File: src/rtl/cnt_pkg.sv
// -----------------------------------------------------------------------------
// cnt_pkg
// Shared definitions for the timer cluster (cnt, clkdiv, cnt_capture).
//   CNT_UP / CNT_DOWN           : count direction encodings
//   CNT_EDGE_RISE / _FALL       : active-edge selection for capture logic
//   cnt_cap_state_t             : cnt_capture measurement engine states
// -----------------------------------------------------------------------------
package cnt_pkg;

  localparam logic CNT_UP   = 1'b1;
  localparam logic CNT_DOWN = 1'b0;

  localparam logic CNT_EDGE_RISE = 1'b1;
  localparam logic CNT_EDGE_FALL = 1'b0;

  typedef enum logic [1:0] {
    IDLE = 2'd0,  // engine disabled, accumulators held at zero
    ARM  = 2'd1,  // waiting for the first active edge, nothing measured yet
    MEAS = 2'd2   // counting cycles since the last active edge
  } cnt_cap_state_t;

endpackage

File: src/rtl/cnt_capture_if.sv
// -----------------------------------------------------------------------------
// cnt_capture_if
// Control/result bundle of the input-capture timer.
//   en      : capture enable (low holds the engine idle)
//   sig     : asynchronous input being measured
//   it_ack  : clears the sticky it/ovf flags
//   period  : last captured period in clk cycles
//   high    : cycles at active level in the last period
//             (present only when CNT_CAPTURE_DUTY_EN is defined)
//   valid   : one-cycle strobe, results updated this cycle
//   it      : sticky capture interrupt
//   ovf     : sticky period-counter saturation flag
// Modports: master = the block driving/consuming (bench, CPU side),
//           slave  = cnt_capture itself.
// -----------------------------------------------------------------------------
interface cnt_capture_if #(
  parameter int width = 32
);

  logic             en;
  logic             sig;
  logic             it_ack;
  logic [width-1:0] period;
`ifdef CNT_CAPTURE_DUTY_EN
  logic [width-1:0] high;
`endif
  logic             valid;
  logic             it;
  logic             ovf;

  modport master (
    output en, sig, it_ack,
    input  period, valid, it, ovf
`ifdef CNT_CAPTURE_DUTY_EN
    , input high
`endif
  );

  modport slave (
    input  en, sig, it_ack,
    output period, valid, it, ovf
`ifdef CNT_CAPTURE_DUTY_EN
    , output high
`endif
  );

endinterface

File: src/rtl/cnt_sync_edge.sv
// -----------------------------------------------------------------------------
// cnt_sync_edge
// Three-flop synchronizer for an asynchronous input plus active-edge detect.
// Parameter:
//   active_edge : CNT_EDGE_RISE (1) or CNT_EDGE_FALL (0)
// Ports:
//   clk, rst : clock, synchronous active-high reset
//   d        : asynchronous input
//   lvl      : synchronized level (third flop)
//   e        : one-cycle active-edge pulse, derived from flops two and three
// -----------------------------------------------------------------------------
module cnt_sync_edge
  import cnt_pkg::*;
#(
  parameter logic active_edge = CNT_EDGE_RISE
) (
  input  logic clk,
  input  logic rst,
  input  logic d,
  output logic lvl,
  output logic e
);

  logic s1, s2, s3;

  // NOTE: clocked state is always written with non-blocking (<=) so every flop
  // samples the pre-edge value of its neighbour; blocking here would collapse
  // the three stages into one.
  always_ff @(posedge clk) begin
    if (rst) begin
      s1 <= 1'b0;
      s2 <= 1'b0;
      s3 <= 1'b0;
    end else begin
      s1 <= d;
      s2 <= s1;
      s3 <= s2;
    end
  end

  // s1 may be metastable; only s2/s3 are used downstream.
  assign lvl = s3;
  assign e   = (active_edge == CNT_EDGE_RISE) ? (s2 & ~s3) : (~s2 & s3);

endmodule

File: src/rtl/cnt_capture.sv
// -----------------------------------------------------------------------------
// cnt_capture
// Input-capture timer: measures, in clk cycles, the period between successive
// active edges of an asynchronous signal and publishes each result with a
// one-cycle valid strobe plus a sticky interrupt. A saturated period counter
// raises a sticky ovf flag and the next edge reports all-ones.
// Optional feature macro: CNT_CAPTURE_DUTY_EN -- also measures the number of
// cycles spent at the active level in each period (the 'high' output).
// Parameters:
//   width       : width of the period/high counters and outputs
//   active_edge : CNT_EDGE_RISE (1) or CNT_EDGE_FALL (0)
// Ports:
//   clk  : sole clock, rising edge
//   rst  : synchronous active-high reset
//   bus  : cnt_capture_if.slave (en, sig, it_ack in; period, high, valid,
//          it, ovf out)
// -----------------------------------------------------------------------------
module cnt_capture
  import cnt_pkg::*;
#(
  parameter int   width       = 32,
  parameter logic active_edge = CNT_EDGE_RISE
) (
  input logic          clk,
  input logic          rst,
  cnt_capture_if.slave bus
);

  localparam logic [width-1:0] all_ones = '1;
  localparam logic [width-1:0] one      = width'(1);

  cnt_cap_state_t   state_q, state_d;
  logic             lvl, e;
  logic             capture, ovf_set;
  logic [width-1:0] acc, acc_next;
  logic [width-1:0] period_q;
  logic             valid_q, it_q, ovf_q;

  cnt_sync_edge #(
    .active_edge(active_edge)
  ) u_sync (
    .clk (clk),
    .rst (rst),
    .d   (bus.sig),
    .lvl (lvl),
    .e   (e)
  );

  // NOTE: every variable driven here gets a default before the case so that
  // no path leaves it unassigned, which would otherwise infer a latch.
  always_comb begin
    state_d = state_q;
    capture = 1'b0;
    case (state_q)
      IDLE: if (bus.en) state_d = ARM;
      ARM:  if (e)      state_d = MEAS;
      MEAS: if (e)      capture = 1'b1;
      default:          state_d = IDLE;
    endcase
    // Dropping enable wins from any state and forces a fresh ARM later, so a
    // period spanning a disabled interval is never published.
    if (!bus.en) begin
      state_d = IDLE;
      capture = 1'b0;
    end
  end

  // Accumulator: restarts at 1 on every edge that leaves us in MEAS (the edge
  // cycle itself is the first cycle of the new period), saturates otherwise.
  always_comb begin
    acc_next = '0;
    if (state_d == MEAS) begin
      if (e)                     acc_next = one;
      else if (acc != all_ones)  acc_next = acc + one;
      else                       acc_next = acc;
    end
  end

  assign ovf_set = (state_q == MEAS) && (acc == all_ones);

  always_ff @(posedge clk) begin
    if (rst) begin
      state_q  <= IDLE;
      acc      <= '0;
      period_q <= '0;
      valid_q  <= 1'b0;
      it_q     <= 1'b0;
      ovf_q    <= 1'b0;
    end else begin
      state_q <= state_d;
      acc     <= acc_next;
      valid_q <= capture;
      if (capture) period_q <= acc;
      // Set has priority over a coincident acknowledge.
      it_q  <= capture | (it_q & ~bus.it_ack);
      ovf_q <= ovf_set | (ovf_q & ~bus.it_ack);
    end
  end

  assign bus.period = period_q;
  assign bus.valid  = valid_q;
  assign bus.it     = it_q;
  assign bus.ovf    = ovf_q;

`ifdef CNT_CAPTURE_DUTY_EN
  logic [width-1:0] hacc, high_q;

  // hacc counts synchronized active-level cycles between captures; the
  // capture cycle itself starts a new period and is not counted.
  always_ff @(posedge clk) begin
    if (rst) begin
      hacc   <= '0;
      high_q <= '0;
    end else begin
      if (capture) high_q <= hacc;
      if ((state_d != MEAS) || e) begin
        hacc <= '0;
      end else if ((lvl == active_edge) && (hacc != all_ones)) begin
        hacc <= hacc + one;
      end
    end
  end

  assign bus.high = high_q;
`else
  logic unused_lvl;
  assign unused_lvl = lvl;
`endif

endmodule
File: src/flat_wrapper.sv
// flat-port wrapper written by rule: the top's interface ports become plain ports
module cnt_capture_flat import cnt_pkg::*;
#(
  parameter int   width       = 32,
  parameter logic active_edge = CNT_EDGE_RISE
)
  (clk, rst, bus_en, bus_sig, bus_it_ack, bus_period, bus_valid, bus_it, bus_ovf);
  cnt_capture_if #(.width(width)) bus_i ();
  input logic clk;
  input logic rst;
  input wire logic [$bits(bus_i.en)-1:0] bus_en;
  input wire logic [$bits(bus_i.sig)-1:0] bus_sig;
  input wire logic [$bits(bus_i.it_ack)-1:0] bus_it_ack;
  output wire logic [$bits(bus_i.period)-1:0] bus_period;
  output wire logic [$bits(bus_i.valid)-1:0] bus_valid;
  output wire logic [$bits(bus_i.it)-1:0] bus_it;
  output wire logic [$bits(bus_i.ovf)-1:0] bus_ovf;
  assign bus_i.en = bus_en;
  assign bus_i.sig = bus_sig;
  assign bus_i.it_ack = bus_it_ack;
  assign bus_period = bus_i.period;
  assign bus_valid = bus_i.valid;
  assign bus_it = bus_i.it;
  assign bus_ovf = bus_i.ovf;
  cnt_capture #(.width(width), .active_edge(active_edge)) u_core (.clk(clk), .rst(rst), .bus(bus_i));
endmodule
File: config.mk
export PLATFORM = sky130hd
export DESIGN_NAME = cnt_capture_flat
export DESIGN_NICKNAME = d
export VERILOG_FILES = /design/src/rtl/cnt_pkg.sv /design/src/rtl/cnt_capture_if.sv /design/src/rtl/cnt_sync_edge.sv /design/src/rtl/cnt_capture.sv /design/src/flat_wrapper.sv
export SDC_FILE = /design/constraint.sdc
export NUM_CORES = 1
export LEC_CHECK = 0
export BUFFER_PORTS_ARGS = -buffer_cell sky130_fd_sc_hd__clkbuf_2
export CORE_MARGIN = 2
export CORE_UTILIZATION = 56
export CTS_BUF_LIST = sky130_fd_sc_hd__clkbuf_2
export CTS_CLUSTER_DIAMETER = 200
export DETAILED_ROUTE_END_ITERATION = 8
export PLACE_DENSITY = 0.86
export SLEW_MARGIN = 20
export SYNTH_ARGS = -nofsm -noshare
export SYNTH_HDL_FRONTEND = slang
export SYNTH_SLANG_ARGS = --single-unit
File: constraint.sdc
create_clock -name clk -period 2.4 [get_ports clk]
set_input_delay 0.12 -clock clk [delete_from_list [all_inputs] [get_ports clk]]
set_output_delay 0.12 -clock clk [all_outputs]
set_load 0.005 [all_outputs]
# Yosys cells after proc, flatten, opt, wreduce, memory -nomap -nowiden
# Cells that the tools add are included.
# totals
rom_bits	0
mem_bits_rw	0
n_memories	0
output_inout_bits	35
reg_bits	72
latch_bits	0
# op_classes
shifts	0
bitwise_logic	8
n_addsub	1
magnitude_cmp	0
n_reduce_logical	5
div	0
n_mul	0
eq_ne	5
muxes	8
# op_table
op	count
$add 32x1->32 const B	1
$eq 32x32->1 const B	1
$ne 32x32->1 const B	1
$pmux 2 s3	1
$mux 1	5
$eq 2x2->1 const B	2
$mux 2	2
$and 1x1->1	3
$not 1->1	3
$reduce_or 3->1	1
$eq 2x1->1 const B	1
$logic_not 2->1	1
$or 1x1->1	2
$reduce_bool 2->1	1
$reduce_or 2->1	1
$logic_and 1x1->1	1

# Logic depth before layout (Yosys ltp)
# logic_depth
word_depth	8
mapped_depth	7
depth_no_buf	6

# Modules after synthesis
# Synthesis repeated with hierarchy kept, for this count alone.
# unflattened
cells_unflattened	371
area_unflattened_um2	3183.1
# by_module_without_submodules
mod	area_each_um2	n_inst	cells_each
cnt_capture	3095.5	1	364
cnt_sync_edge	87.6	1	7

# Worst setup path after synthesis
# Ideal clock, no wire load.
# synth_path
path_type	register to register
from	register u_core.acc[17]
to	register u_core.acc[26]
period_less_slack_ns	2.112
path_buffers	2
setup_slack_ns	0.288
path_stages_with_launch	8
arrival_time_ns	2.042
path_cell_list	dfxtp_1 > nand4_2 > or3_1 > buf_6 > or4b_1 > buf_2 > or3_1 > a21oi_1
# synth_via
elab_chain_len	1
word_cells_on_any_way	2
classes_between	add/sub (1); eq/ne (1)
# synth_lines
item	line_no	rtl
start: declaration	cnt_capture.sv:35	logic [width-1:0] acc, acc_next;
start signal: assignment	cnt_capture.sv:91	acc <= acc_next;
$add 32x1->32 or $ne 32x32->1 (tied branches)	cnt_capture.sv:74	else if (acc != all_ones) acc_next = acc + one;
# Parallel ways exist; a longest one is shown, timed or not.
# A chain may end at the register's enable or synchronous reset.

# Final worst setup path
# layout_path
from	register u_core.acc[25]
to	register u_core.acc[15]
# layout_via
elab_chain_len	1
# layout_lines
item	line_no
$ne 32x32->1	cnt_capture.sv:74
# No other way between the ends.

==> metrics.cfg <==
[global_route]
grt_max_degree = 39
overflow = 0
grt_pass1_wl_um = 11300
antenna_found_initial = 0
grt_usage_pct = 23.3
grt_pass1_vias = 2516

[worst_setup_path]
critPathRequiredTime_ns = 2.86
cp-start-kind = register
critical_path.max_fanout = 7
worst-r2r-cell-count = 5
crit_family = simple AND/OR/NAND/NOR gates
r2r_slack_ns = 0.14
worst-path-buf-inv = 0
path_cells = nand4_1 > or3_1 > nor4_1 > o21ai_0 > a21oi_1
criticalPathCategory = register to register
critical_path_arrival_ns = 2.72
r2r_end = u_core.acc[15]$_SDFFE_PP0P_
rr_startpoint = u_core.acc[25]$_SDFFE_PP0P_
end_kind = register
slowest_stage = nor4_1
max_stage_delay_ns = 0.69

[cts]
clockBufferDepth = 2
clock_latency_ns = 0.51
cts_setup_buffers = 0
cts.sinks = 72
htree_levels = 3
cts_tree = built
cts_buffers = 9
cts_root_buf = clkbuf_2
clkSlewWorstSetupHoldPaths_ns = 0.19

[flow_run]
max-cap-violations = 0

[route]
wl_per_cell_um = 13.4
via_per_inst = 5.77
first_pass_iters = 4
vias = 2860
dr.first_iter.drc_count = 145
routed_wl_um = 6660
drc = 0
ant_nets = 0

[power_and_ir_drop]
p_total_mw = 1.77
ir_worst_vdd_mv = 0.376
powerDensity_nw_per_um2 = 514
p_leak_nw = 1.13

[synth]
synth-async-reset-ratio_pct = 0
ys_seq_area_share_pct = 47.8
syn_area_per_cell_um2 = 8.05
yosys_warnings = 0
synth_nets = 381
synth_cell_types = 34
synth_flop_cell = dfxtp_1
synth_seq_cells = 72
syn_area_um2 = 3020
netlist_instances = 375
synth_edf_count = 0

[floorplan]
coreArea_um2 = 5140
pin_count = 40
dieArea_um2 = 5990
row_count = 26
initial_core_util_pct = 58.7
die-width_um = 77.4
die_y_um = 77.4

[final_layout]
nets = 427
postLayoutCoreUtil_pct = 67.0
final_common_cell = nand2_1
area_growth_pct = 14.1
diodes = 0
final_layout_size_suffix_gt1_share_pct = 16.9
final_cell_mix = nand2_1 (76), dfxtp_1 (72), a21oi_1 (63)

[sta]
setup_tns_ns = 0
finalHoldViolCount = 0
fin_crit_sh_pct = 94.0
max_freq_mhz = 443
finalSetupViolations = 0
final-max-slew-violation-count = 0
setup_slack_ns = 0.144
clock-skew-final_ns = 0.0191
whs_ns = 0.387
tightestPinTransition_ns = 0.723
min_period_ns = 2.26
maxSlewHeadroom_pct = 51.4
grt_setup_unrepaired = no

[min_path]
holdPathEnd = u_core.u_sync.s1$_SDFF_PP0_
whs_path_depth = 3
hold_path.class = input port to register
min_from = bus_sig

[placed_design]
place_hpwl_um = 4660
place.gp.congestion = 0.926
dp_slack_ns = 0.193
io_buffers = 39

[run_status]
status = finished clean

[registers in the layout, summed over array words and instances (netlist names)]
name               cells
u_core.state_q         2
u_core.bus.it          1
u_core.u_sync.s1       1
u_core.acc            32
u_core.u_sync.lvl      1
u_core.u_sync.s2       1
u_core.bus.period     32
u_core.bus.valid       1
u_core.bus.ovf         1
[worst reg2reg max path: stages (launching register included)]
cell	delay, ns
dfxtp_1	0.45
nand4_1	0.21
or3_1	0.52
nor4_1	0.69
o21ai_0	0.19
a21oi_1	0.16
[timing repair]
action | in CTS | in global routing
resized for setup | 0 | 0
hold buffers | 4 | 0
endpoints found under the hold margin | 5 | 0
[stage by stage]
stage	instances	instance area (µm²)
2_1_floorplan	375	3020
3_3_place_gp	476	3320
3_5_place_dp	476	3320
4_1_cts	496	3440
5_1_grt	496	3440
6_report	496	3440
[worst max-delay path by stage]
stage	cells past startpoint	from	slack, ns	end
floorplan	7	u_core.acc[17]$_SDFFE_PP0P_	0.29	u_core.acc[26]$_SDFFE_PP0P_
global placement	5	u_core.acc[25]$_SDFFE_PP0P_	0.31	u_core.acc[15]$_SDFFE_PP0P_
detailed placement	5	u_core.acc[8]$_SDFFE_PP0P_	0.19	u_core.acc[28]$_SDFFE_PP0P_
CTS	5	u_core.acc[8]$_SDFFE_PP0P_	0.17	u_core.acc[28]$_SDFFE_PP0P_
global route	6	u_core.acc[0]$_SDFFE_PP0P_	0.0005	u_core.acc[22]$_SDFFE_PP0P_
finish	5	u_core.acc[25]$_SDFFE_PP0P_	0.14	u_core.acc[15]$_SDFFE_PP0P_
[cell families after synthesis]
family                   share of synthesized area (%)
AO/OA/AOI/OAI                                     16.9
XOR/XNOR                                         0.581
adder cells (fa/ha/maj)                          0.415
buffers and inverters                             3.77
flip-flops                                        47.8
multiplexers                                     0.373
AND/OR/NAND/NOR                                   30.2
[final cells by class]
type | instances | area, µm²
Fill cell | 451 | 1700
Multi-Input combinational cell | 275 | 1470
Sequential cell | 72 | 1440
Timing Repair Buffer | 57 | 340
Tap cell | 70 | 87.6
Clock buffer | 9 | 45.0
Clock inverter | 7 | 38.8
Inverter | 6 | 22.5
[synth_stat cells, types with 2 or more instances]
| library cell | number | area (µm²) |
|---|---|---|
| xnor2_1 | 2 | 17.5 |
| or4_1 | 11 | 82.6 |
| and3_1 | 5 | 31.3 |
| nand4_1 | 8 | 50.1 |
| nor3_1 | 4 | 20.0 |
| nor2b_1 | 6 | 37.5 |
| o21ai_0 | 18 | 90.1 |
| nand2_1 | 76 | 285 |
| nand2b_1 | 3 | 18.8 |
| nor2_1 | 8 | 30.0 |
| and2_1 | 2 | 12.5 |
| or3_1 | 21 | 131 |
| o31ai_1 | 10 | 75.1 |
| a21oi_1 | 63 | 315 |
| nor4_1 | 6 | 37.5 |
| inv_1 | 6 | 22.5 |
| dfxtp_1 | 72 | 1440 |
| and4_1 | 3 | 26.3 |
| nand3_1 | 18 | 90.1 |
| clkbuf_1 | 19 | 71.3 |
[layer usage]
layer,wire length [µm],vias to the layer above,GRT usage (%)
li1,-,1430,-
met2,3270,78,39.3
met3,285,15,6.05
met1,2950,1337,28.1
met4,158,0,10.4
met5,0,-,0
[report_power, final]
group          leakage [nW]  internal (mW)  switching (mW)
combinational         0.494         0.0111          0.0163
sequential            0.580           1.20         0.00176
clock                0.0549          0.125           0.415
total                  1.13           1.34           0.433
(Power assumes the default switching activity.)
